### src/rtl/instr_fetch_queue_if.sv
// Instruction memory bus between the fetch queue and the instruction memory.
// The request channel is valid/ready. The response channel is valid-only and
// returns words in request order.
interface instr_fetch_queue_if;
    logic        Imem_Req_Valid;
    logic        Imem_Req_Ready;
    logic [31:0] Imem_Req_Addr;
    logic        Imem_Rsp_Valid;
    logic [31:0] Imem_Rsp_Data;

    modport master (
        output Imem_Req_Valid,
        output Imem_Req_Addr,
        input  Imem_Req_Ready,
        input  Imem_Rsp_Valid,
        input  Imem_Rsp_Data
    );

    modport slave (
        input  Imem_Req_Valid,
        input  Imem_Req_Addr,
        output Imem_Req_Ready,
        output Imem_Rsp_Valid,
        output Imem_Rsp_Data
    );
endinterface

### src/rtl/instr_fetch_queue.sv
// Instruction fetch front end that feeds the IF/ID register. It owns the fetch
// PC and issues in-order requests under a credit limit of DEPTH (queued plus
// in flight). Returned words are buffered together with their PC+4. A redirect
// flushes the queue, and the responses that were already in flight are then
// discarded.
//
// Optional feature: define FETCH_BYPASS_EN to present a response word directly
// on the head outputs when the queue is empty.
//
// state   | meaning
// --------+-----------------------------------------------------------
// S_BOOT  | first cycle out of reset, no request issued
// S_FETCH | normal operation, requests issued while credits remain
module instr_fetch_queue #(
    parameter int unsigned DEPTH    = 4,
    parameter logic [31:0] RESET_PC = 32'h0000_0000
) (
    input  logic                      Clk,
    input  logic                      Rst,
    instr_fetch_queue_if.master       imem,
    input  logic                      Stall,
    input  logic                      Redirect,
    input  logic [31:0]               Redirect_PC,
    output logic                      Instr_Valid,
    output logic [31:0]               Instr_Out,
    output logic [31:0]               PCplus4_Out,
    output logic [$clog2(DEPTH):0]    Queue_Count
);
    localparam int PW = $clog2(DEPTH);
    localparam int CW = PW + 1;
    localparam logic [CW:0]  CREDITS    = (CW+1)'(DEPTH);
    localparam logic [31:0]  RESET_PC_W = RESET_PC & ~32'd3;

    typedef enum logic {S_BOOT, S_FETCH} state_t;

    state_t        state, state_nxt;
    logic [31:0]   fetch_pc;
    logic [31:0]   rsp_pc;          // PC of the next response that will be kept
    logic [31:0]   q_instr [DEPTH];
    logic [31:0]   q_pc4   [DEPTH];
    logic [PW-1:0] rd_ptr, wr_ptr;
    logic [CW-1:0] count, inflight, discard;

    logic credit_ok, req_fire, rsp_take, rsp_keep, bypass_hit;
    logic head_valid, q_push, q_pop;

    assign credit_ok = ({1'b0, count} + {1'b0, inflight}) < CREDITS;
    assign req_fire  = imem.Imem_Req_Valid && imem.Imem_Req_Ready;
    assign rsp_take  = imem.Imem_Rsp_Valid && (inflight != '0);
    assign rsp_keep  = rsp_take && (discard == '0) && !Redirect;

`ifdef FETCH_BYPASS_EN
    assign bypass_hit = rsp_keep && (count == '0);
`else
    assign bypass_hit = 1'b0;
`endif

    assign head_valid = ((count != '0) || bypass_hit) && !Redirect;
    assign q_pop      = head_valid && !Stall && (count != '0);
    // A bypassed word that is consumed in the same cycle never enters the queue.
    assign q_push     = rsp_keep && !(bypass_hit && !Stall);

    // FSM state register
    always_ff @(posedge Clk) begin
        if (!Rst) state <= S_BOOT;
        else      state <= state_nxt;
    end

    // FSM next state: leave BOOT after its single cycle
    always_comb begin
        state_nxt = state;
        if (state == S_BOOT) state_nxt = S_FETCH;
    end

    // FSM outputs: issue a request only in FETCH with credit and no redirect
    always_comb begin
        imem.Imem_Req_Valid = 1'b0;
        if (state == S_FETCH) imem.Imem_Req_Valid = credit_ok && !Redirect;
    end

    // PC, pointer and counter bookkeeping. Redirect overrides normal operation.
    always_ff @(posedge Clk) begin
        if (!Rst) begin
            fetch_pc <= RESET_PC_W;
            rsp_pc   <= RESET_PC_W;
            rd_ptr   <= '0;
            wr_ptr   <= '0;
            count    <= '0;
            inflight <= '0;
            discard  <= '0;
        end else if (Redirect) begin
            fetch_pc <= Redirect_PC & ~32'd3;
            rsp_pc   <= Redirect_PC & ~32'd3;
            rd_ptr   <= '0;
            wr_ptr   <= '0;
            count    <= '0;
            inflight <= inflight - CW'(rsp_take);
            discard  <= inflight - CW'(rsp_take);
        end else begin
            if (req_fire) fetch_pc <= fetch_pc + 32'd4;
            if (rsp_keep) rsp_pc   <= rsp_pc + 32'd4;
            if (q_push)   wr_ptr   <= wr_ptr + PW'(1);
            if (q_pop)    rd_ptr   <= rd_ptr + PW'(1);
            count    <= count + CW'(q_push) - CW'(q_pop);
            inflight <= inflight + CW'(req_fire) - CW'(rsp_take);
            if (rsp_take && (discard != '0)) discard <= discard - CW'(1);
        end
    end

    // Queue storage. Stale words never reach this point because q_push excludes them.
    always_ff @(posedge Clk) begin
        if (q_push) begin
            q_instr[wr_ptr] <= imem.Imem_Rsp_Data;
            q_pc4[wr_ptr]   <= rsp_pc + 32'd4;
        end
    end

    // Head outputs: the queue head, or the bypassed response; zero when nothing is valid.
    always_comb begin
        Instr_Out   = 32'd0;
        PCplus4_Out = 32'd0;
        if (head_valid) begin
            if (count != '0) begin
                Instr_Out   = q_instr[rd_ptr];
                PCplus4_Out = q_pc4[rd_ptr];
            end else begin
                Instr_Out   = imem.Imem_Rsp_Data;
                PCplus4_Out = rsp_pc + 32'd4;
            end
        end
    end

    assign Instr_Valid        = head_valid;
    assign Queue_Count        = count;
    assign imem.Imem_Req_Addr = fetch_pc;
endmodule

### src/flat_wrapper.sv
// flat-port wrapper written by rule: the top's interface ports become plain ports
module instr_fetch_queue_flat 
#(
    parameter int unsigned DEPTH    = 4,
    parameter logic [31:0] RESET_PC = 32'h0000_0000
)
  (Clk, Rst, Stall, Redirect, Redirect_PC, Instr_Valid, Instr_Out, PCplus4_Out, Queue_Count, imem_Imem_Req_Valid, imem_Imem_Req_Addr, imem_Imem_Req_Ready, imem_Imem_Rsp_Valid, imem_Imem_Rsp_Data);
  instr_fetch_queue_if imem_i ();
  input  logic Clk;
  input  logic Rst;
  input  logic Stall;
  input  logic Redirect;
  input  logic [31:0] Redirect_PC;
  output logic Instr_Valid;
  output logic [31:0] Instr_Out;
  output logic [31:0] PCplus4_Out;
  output logic [$clog2(DEPTH):0] Queue_Count;
  output wire logic [$bits(imem_i.Imem_Req_Valid)-1:0] imem_Imem_Req_Valid;
  output wire logic [$bits(imem_i.Imem_Req_Addr)-1:0] imem_Imem_Req_Addr;
  input wire logic [$bits(imem_i.Imem_Req_Ready)-1:0] imem_Imem_Req_Ready;
  input wire logic [$bits(imem_i.Imem_Rsp_Valid)-1:0] imem_Imem_Rsp_Valid;
  input wire logic [$bits(imem_i.Imem_Rsp_Data)-1:0] imem_Imem_Rsp_Data;
  assign imem_Imem_Req_Valid = imem_i.Imem_Req_Valid;
  assign imem_Imem_Req_Addr = imem_i.Imem_Req_Addr;
  assign imem_i.Imem_Req_Ready = imem_Imem_Req_Ready;
  assign imem_i.Imem_Rsp_Valid = imem_Imem_Rsp_Valid;
  assign imem_i.Imem_Rsp_Data = imem_Imem_Rsp_Data;
  instr_fetch_queue #(.DEPTH(DEPTH), .RESET_PC(RESET_PC)) u_core (.Clk(Clk), .Rst(Rst), .imem(imem_i), .Stall(Stall), .Redirect(Redirect), .Redirect_PC(Redirect_PC), .Instr_Valid(Instr_Valid), .Instr_Out(Instr_Out), .PCplus4_Out(PCplus4_Out), .Queue_Count(Queue_Count));
endmodule
### config.mk
export PLATFORM = sky130hd
export DESIGN_NAME = instr_fetch_queue_flat
export DESIGN_NICKNAME = d
export VERILOG_FILES = /design/src/rtl/instr_fetch_queue_if.sv /design/src/rtl/instr_fetch_queue.sv /design/src/flat_wrapper.sv
export SDC_FILE = /design/constraint.sdc
export NUM_CORES = 1
export LEC_CHECK = 0
export CAP_MARGIN = 10
export CORE_MARGIN = 2
export CORE_UTILIZATION = 49
export DETAILED_ROUTE_END_ITERATION = 7
export PLACE_DENSITY = 0.72
export SYNTH_ARGS = -nofsm -noshare
export SYNTH_HDL_FRONTEND = slang
export SYNTH_SLANG_ARGS = --single-unit
### constraint.sdc
create_clock -name Clk -period 4 [get_ports Clk]
set_input_delay 0.6 -clock Clk [delete_from_list [all_inputs] [get_ports Clk]]
set_output_delay 0.6 -clock Clk [all_outputs]
set_load 0.01 [all_outputs]
==> results of run 1 <==
-- worst register-to-register path: cells and delay by family, from the launching register on --
kind	cells	cell delay, ps
compound gates	1	180
fa+ha+maj	1	270
buf+inv	1	260
flops	1	410
simple gates	4	1470
-- power by group through the flow --
| stage | sequential, W | clock (W) | combinational [W] |
|---|---|---|---|
| 3_3_place_gp | 0.00396 | 0 | 0.000826 |
| 6_report | 0.00390 | 0.00297 | 0.000840 |
| 3_5_place_dp | 0.00397 | 0 | 0.000842 |
| 2_1_floorplan | 0.00395 | 0 | 0.000514 |
| 5_1_grt | 0.00391 | 0.00316 | 0.000929 |
| 4_1_cts | 0.00390 | 0.00303 | 0.000848 |
-- per-stage QoR --
| step | cells | worst slack [ps] | total power, W | cell area [µm²] | utilization (%) |
|---|---|---|---|---|---|
| after floorplan | 1000 | 658.1 | 0.004459 | 13980 | - |
| after global placement | 1500 | 861.6 | 0.004786 | 16090 | 57.58 |
| after detailed placement | 1500 | 823.7 | 0.004807 | 16090 | 57.58 |
| after CTS | 1561 | 519.0 | 0.007779 | 17140 | 61.35 |
| after global routing | 1561 | 431.8 | 0.007998 | 17140 | 61.35 |
| final | 1561 | 604.8 | 0.007709 | 17140 | 61.35 |
-- kinds of logic (layout without fill, tap and decap cells) --
logic type / after synthesis / count (layout) / share of synthesized area, %
flops: 324 / 324 / 64.22
simple gates: 294 / 294 / 11.35
compound gates: 137 / 137 / 5.644
buf+inv: 89 / 272 / 2.509
xor+xnor: 70 / 70 / 4.390
mux: 64 / 64 / 10.14
fa+ha+maj: 18 / 18 / 1.720
other cells: 1 / 4 / 0.02685
-- worst max-delay path by stage --
stage	start	end	slack, ps	depth (start not counted)
6_report	register	PCplus4_Out[27]	600	4
4_1_cts	register	PCplus4_Out[27]	520	4
2_1_floorplan	imem_Imem_Rsp_Valid	u_core.q_instr[0][0]	660	6
5_1_grt	register	PCplus4_Out[27]	430	4
3_3_place_gp	Redirect	u_core.imem.Imem_Req_Addr[30]	860	7
3_5_place_dp	Redirect	u_core.imem.Imem_Req_Addr[30]	820	7
-- final cells by class --
| class | count | area [µm²] | area share (%) |
|---|---|---|---|
| repair buffers | 184 | 1867 | 10.89 |
| multi-input cells | 587 | 4671 | 27.25 |
| clock inverters | 18 | 125.1 | 0.7301 |
| inverters | 27 | 101.3 | 0.5914 |
| flip-flops and latches | 324 | 8974 | 52.36 |
| clock buffers | 43 | 927.1 | 5.410 |
| well taps | 378 | 473.0 | 2.760 |
-- layer usage --
| layer | vias to the layer above | track usage [%] |
|---|---|---|
| met1 | 4320 | 28.51 |
| met5 | - | 0 |
| li1 | 4089 | - |
| met2 | 360 | 32.25 |
| met4 | 0 | 4.873 |
| met3 | 37 | 3.232 |
-- sequential cells by signal (all words and copies together), names as in the netlist, named ones only --
| signal | count |
|---|---|
| u_core.Queue_Count | 3 |
| u_core.discard | 3 |
| u_core.imem.Imem_Req_Addr | 30 |
| u_core.inflight | 3 |
| u_core.q_instr | 128 |
| u_core.q_pc4 | 120 |
| u_core.rd_ptr | 2 |
| u_core.rsp_pc | 30 |
| u_core.state | 1 |
| u_core.wr_ptr | 2 |
-- placed cells by master (no fill, tap or decap), drive strengths merged, types with 6 or more instances in the layout --
cell type      Yosys  layout
edfxtp           248     248
and2              66      66
nand4             22      22
nand2             56      56
nand3             24      24
nor4               9       9
a21oi             45      45
ha                16      16
xnor2             41      41
or3                6       6
mux4              62      62
xor2              29      29
inv               25      27
dfxtp             76      76
nor2              47      47
and3              16      16
buf               13      20
clkinv             2      16
or4                7       7
clkdlybuf4s50      0     164
and4               6       6
nor3              27      27
o21ai             49      49
clkbuf            49      43
a31oi             15      15
==> flow_metrics.py, run 1 <==
metrics = {
    "status": {
        "status": "finished clean",
    },
    "drt": {
        "wl_um": 29840,
        "wl_per_cell_um": 19.12,
        "dr_wl_met2_um": 13890,
        "routed.top_layer": "met4",
        "viasPerCell": 5.641,
        "ant_nets": 0,
        "vias": 8806,
        "drt_iter0_markers": 818,
        "firstDrtPassIters": 7,
        "wl_met3_um": 2068,
        "wl_met1_um": 13380,
        "post-route-drc-count": 0,
    },
    "logic_synthesis": {
        "yosysSeqAreaShare_pct": 64.22,
        "yosys.area.top_type_share_pct": 53.32,
        "synthCells": 997,
        "async_flop_share_pct": 0,
        "synthTopCellsByCount": "edfxtp_1 (248), dfxtp_1 (76), and2_1 (66), mux4_2 (62), nand2_1 (56)",
        "synthTopCellsByArea": "edfxtp_1 (53%), dfxtp_1 (11%), mux4_2 (10%)",
        "yosysTopAreaCell": "edfxtp_1",
        "synthFlopType": "edfxtp_1",
        "synth_edf_count": 248,
        "syn_area_per_cell_um2": 14.01,
        "yosysWarningCount": 0,
        "synth_area_um2": 13970,
        "ys_ff_latch": 324,
        "synth.most_common_cell": "edfxtp_1",
        "ys_types": 48,
    },
    "power": {
        "max-vdd-ir-drop_uv": 392.7,
        "leakagePower_nw": 5.553,
        "combPwrFrac_pct": 10.9,
        "p_int_w": 0.005892,
        "p_per_area_nw_per_um2": 449.8,
        "netSwitchingFraction_pct": 23.57,
        "clkPwrFrac_pct": 38.5,
        "power_frac_seq_pct": 50.6,
        "p_switching_w": 0.001817,
    },
    "worst_setup_path": {
        "worstReg2RegStart": "u_core.inflight[2]",
        "worstSetupEndpointType": "output pin",
        "worst_r2r_endpoint": "u_core.imem.Imem_Req_Addr[24]",
        "rr_worst_depth": 7,
        "crit_chain": "buf_4, mux4_2, and2_1, clkdlybuf4s50_1",
        "cpMaxStageDelayCell": "dfxtp_4",
        "crit_buf_inv": 2,
        "cp.required_ps": 3400,
        "ff2ff_setup_slack_ps": 1310,
        "arrival_ps": 2800,
        "cp_top_family": "buffers and inverters",
        "cp-start-kind": "register",
        "path_class": "reg -> out",
        "path_max_fanout": 28,
        "slowest_delay_ps": 740,
    },
    "job": {
        "drv_cap": 0,
    },
    "floorplan": {
        "ios": 171,
        "die_h_um": 172.8,
        "core-area_um2": 27930,
        "std_cell_rows": 61,
        "die_w_um": 172.8,
        "start_util_pct": 50.00,
        "die_area_um2": 29870,
    },
    "grt": {
        "track_usage_pct": 19.94,
        "antenna_found_initial": 0,
        "gr-total-overflow": 0,
        "grt_start_max_net_pins": 68,
        "grt_pass1_wl_um": 47600,
        "grt_pass1_vias": 8688,
    },
    "hold_path": {
        "min_to": "u_core.wr_ptr[1]",
        "worstHoldPathType": "reg -> reg",
        "min_path_cells": 2,
        "min_from": "u_core.wr_ptr[1]",
    },
    "cells_and_area": {
        "final_nets": 1247,
        "syn_to_final_growth_pct": 22.71,
        "diodes": 0,
        "drive_above_1_share_pct": 11.83,
        "fill_cells": 2148,
    },
    "timing": {
        "fin_setup_tns_ps": 0,
        "min_period_over_period_pct": 84.88,
        "whs_ps": 501.8,
        "worst_pin_slew_ps": 859.5,
        "period_minus_slack_ps": 3395,
        "slew_headroom_pct": 42.23,
        "setup_viol": 0,
        "finalHoldViolations": 0,
        "max_freq_mhz": 294.5,
        "fin_skew_ps": 18.82,
        "finalMaxSlewViolations": 0,
        "rsz0062_at_grt": "no",
    },
    "clock_network": {
        "cts-buffers-inserted": 35,
        "cts_tree": "yes",
        "ctsHtreeMaxLevel": 2,
        "cts_resized": 0,
        "cts_setup_buffers": 0,
        "ctsLongestPathBuffers": 3,
        "cts_hold_buf": 0,
        "cts_root_buffer": "clkbuf_16",
        "clock_sinks": 324,
        "clkLatencyLatePin_ps": 520,
        "clk_pin_slew_ps": 60,
    },
    "placement": {
        "dp_hpwl_um": 19150,
        "port_buffers": 164,
        "finalWeightedCongestion": 0.8872,
    },
}
No activity file was read; power rests on OpenSTA's default activity.
==> run 2, diff against run 1 <==
--- a/config.mk
+++ b/config.mk
@@ -9,7 +9,7 @@
 export CORE_MARGIN = 2
 export CORE_UTILIZATION = 49
 export DETAILED_ROUTE_END_ITERATION = 7
-export PLACE_DENSITY = 0.72
+export PLACE_DENSITY = 0.74
 export SYNTH_ARGS = -nofsm -noshare
 export SYNTH_HDL_FRONTEND = slang
 export SYNTH_SLANG_ARGS = --single-unit
==> constraint.sdc (replaced) <==
create_clock -name Clk -period 2.85 [get_ports Clk]
set_input_delay 0.4275 -clock Clk [delete_from_list [all_inputs] [get_ports Clk]]
set_output_delay 0.4275 -clock Clk [all_outputs]
set_load 0.01 [all_outputs]
==> flow_metrics.py, run 2 (same netlist as run 1, synthesis figures left out) <==
metrics = {
    "status": {
        "status": "finished clean",
    },
    "timing": {
        "finalHoldViolations": 0,
        "max_freq_mhz": 358.4,
        "setup_viol": 0,
        "period_minus_slack_ps": 2791,
        "finalMaxSlewViolations": 0,
        "whs_ps": 501.6,
        "fin_skew_ps": 13.18,
        "worst_pin_slew_ps": 851.5,
        "min_period_over_period_pct": 97.91,
        "finalWorstSetupSlack_ps": 59.46,
        "slew_headroom_pct": 42.76,
        "fin_setup_tns_ps": 0,
    },
    "drt": {
        "dr_wl_met2_um": 13960,
        "wl_met1_um": 13420,
        "wl_met3_um": 1989,
        "post-route-drc-count": 0,
        "viasPerCell": 5.583,
        "wl_per_cell_um": 18.85,
        "drt_iter0_markers": 790,
        "wl_um": 29800,
        "routed.top_layer": "met4",
        "firstDrtPassIters": 7,
        "vias": 8827,
        "ant_nets": 0,
    },
    "worst_setup_path": {
        "worstSetupEndpointType": "output pin",
        "rr_worst_depth": 7,
        "arrival_ps": 2360,
        "cp.required_ps": 2420,
        "worst_r2r_endpoint": "u_core.imem.Imem_Req_Addr[24]",
        "path_class": "reg -> out",
        "cp-start-kind": "register",
        "path_max_fanout": 7,
        "worstReg2RegStart": "u_core.inflight[2]",
        "ff2ff_setup_slack_ps": 210,
    },
    "floorplan": {
        "die_area_um2": 29870,
        "ios": 171,
        "start_util_pct": 50.00,
        "die_h_um": 172.8,
        "die_w_um": 172.8,
        "core-area_um2": 27930,
        "std_cell_rows": 61,
    },
    "clock_network": {
        "ctsHtreeMaxLevel": 2,
        "clkLatencyLatePin_ps": 500,
        "cts_hold_buf": 0,
        "clk_pin_slew_ps": 60,
        "clock_sinks": 324,
        "ctsLongestPathBuffers": 3,
        "cts_tree": "yes",
        "cts-buffers-inserted": 34,
        "cts_root_buffer": "clkbuf_16",
    },
    "cells_and_area": {
        "syn_to_final_growth_pct": 24.78,
        "final_common_cell": "edfxtp_1",
        "final_cell_mix": "edfxtp_1 (248), clkdlybuf4s50_1 (160), dfxtp_1 (74)",
        "largest_register": "u_core.q_instr",
        "largest_register_ffs": 128,
        "design_area_um2": 17430,
        "reg.largest.list": "u_core.q_instr x128, u_core.q_pc4 x120",
        "fin_cells": 1581,
        "drive_above_1_share_pct": 13.13,
        "final_nets": 1266,
        "diodes": 0,
    },
    "grt": {
        "grt_start_max_net_pins": 74,
        "antenna_found_initial": 0,
        "track_usage_pct": 19.61,
        "gr-total-overflow": 0,
        "grt_pass1_vias": 8723,
        "grt_pass1_wl_um": 47130,
    },
    "power": {
        "p_per_area_nw_per_um2": 621.4,
        "leakagePower_nw": 5.733,
        "max-vdd-ir-drop_uv": 384.6,
    },
    "placement": {
        "dp_hpwl_um": 18980,
        "port_buffers": 164,
        "place_area_um2": 16250,
        "dp_cells": 1510,
        "pre_cts_slack_ps": 111.0,
        "finalWeightedCongestion": 0.9082,
    },
    "hold_path": {
        "worstHoldPathType": "reg -> reg",
        "min_from": "u_core.wr_ptr[1]",
        "min_path_cells": 2,
        "min_to": "u_core.wr_ptr[1]",
    },
    "job": {
        "drv_cap": 0,
    },
}
==> run 2: changes by cell type in the layout (fill, tap and decap cells not counted), sizes merged <==
cell	previous run	this run
clkdlybuf4s50	164	160
dlymetal6s2s	0	2
clkinv	16	11
clkbuf	43	49
dlygate4sd2	0	2
buf	20	38
bufinv	1	2
==> run 2: critical path, stage by stage (launching register included) <==
cell,delay (ps)
dfxtp_4,360
buf_4,160
buf_12,150
mux4_2,540
and2_1,190
clkdlybuf4s50_1,470
==> run 2: stage by stage <==
stage / total power (W) / utilization, %
CTS: 0.01092 / 61.95
global placement: 0.006729 / 58.17
detailed placement: 0.006764 / 58.17
global route: 0.01129 / 62.38
finish: 0.01083 / 62.38
floorplan: 0.006254 / -
==> run 2: worst max path at each step <==
stage | endpoint | slack (ps) | cells after the start
finish | PCplus4_Out[27] | 60 | 5
global route | Instr_Out[9] | -0.8 | 5
CTS | Instr_Out[1] | 2 | 4
detailed placement | u_core.inflight[2] | 110 | 11
global placement | u_core.inflight[2] | 100 | 11
floorplan | u_core.inflight[2] | 180 | 11
==> run 2: layer usage <==
metal  global-route usage [%]  vias to the layer above
met2                    31.33                      347
met1                    28.28                     4317
li1                         -                     4125
met5                        0                        -
met3                    3.650                       38
met4                    4.308                        0
==> run 2: repair_timing <==
item                       CTS  global route
gates cloned                 0             2
buffers inserted             2             6
gates resized for setup      2             3
pin swaps                    0             0
setup endpoints to repair   53            24
==> run 2: where the power goes <==
part / internal, W / switching, W / leakage (nW)
registers: 0.00532 / 0.000147 / 2.88
logic: 0.000553 / 0.000651 / 2.35
clock network: 0.00245 / 0.00170 / 0.506
==> run 2: cell type report <==
type                       instances  area [µm²]
inverter                          27       101.3
fill                            2085       10510
clock buffer                      47       920.9
multi-input combinational        587        4671
tap                              378       473.0
timing repair buffer             204        2162
sequential                       324        8974
clock inverter                    14       125.1
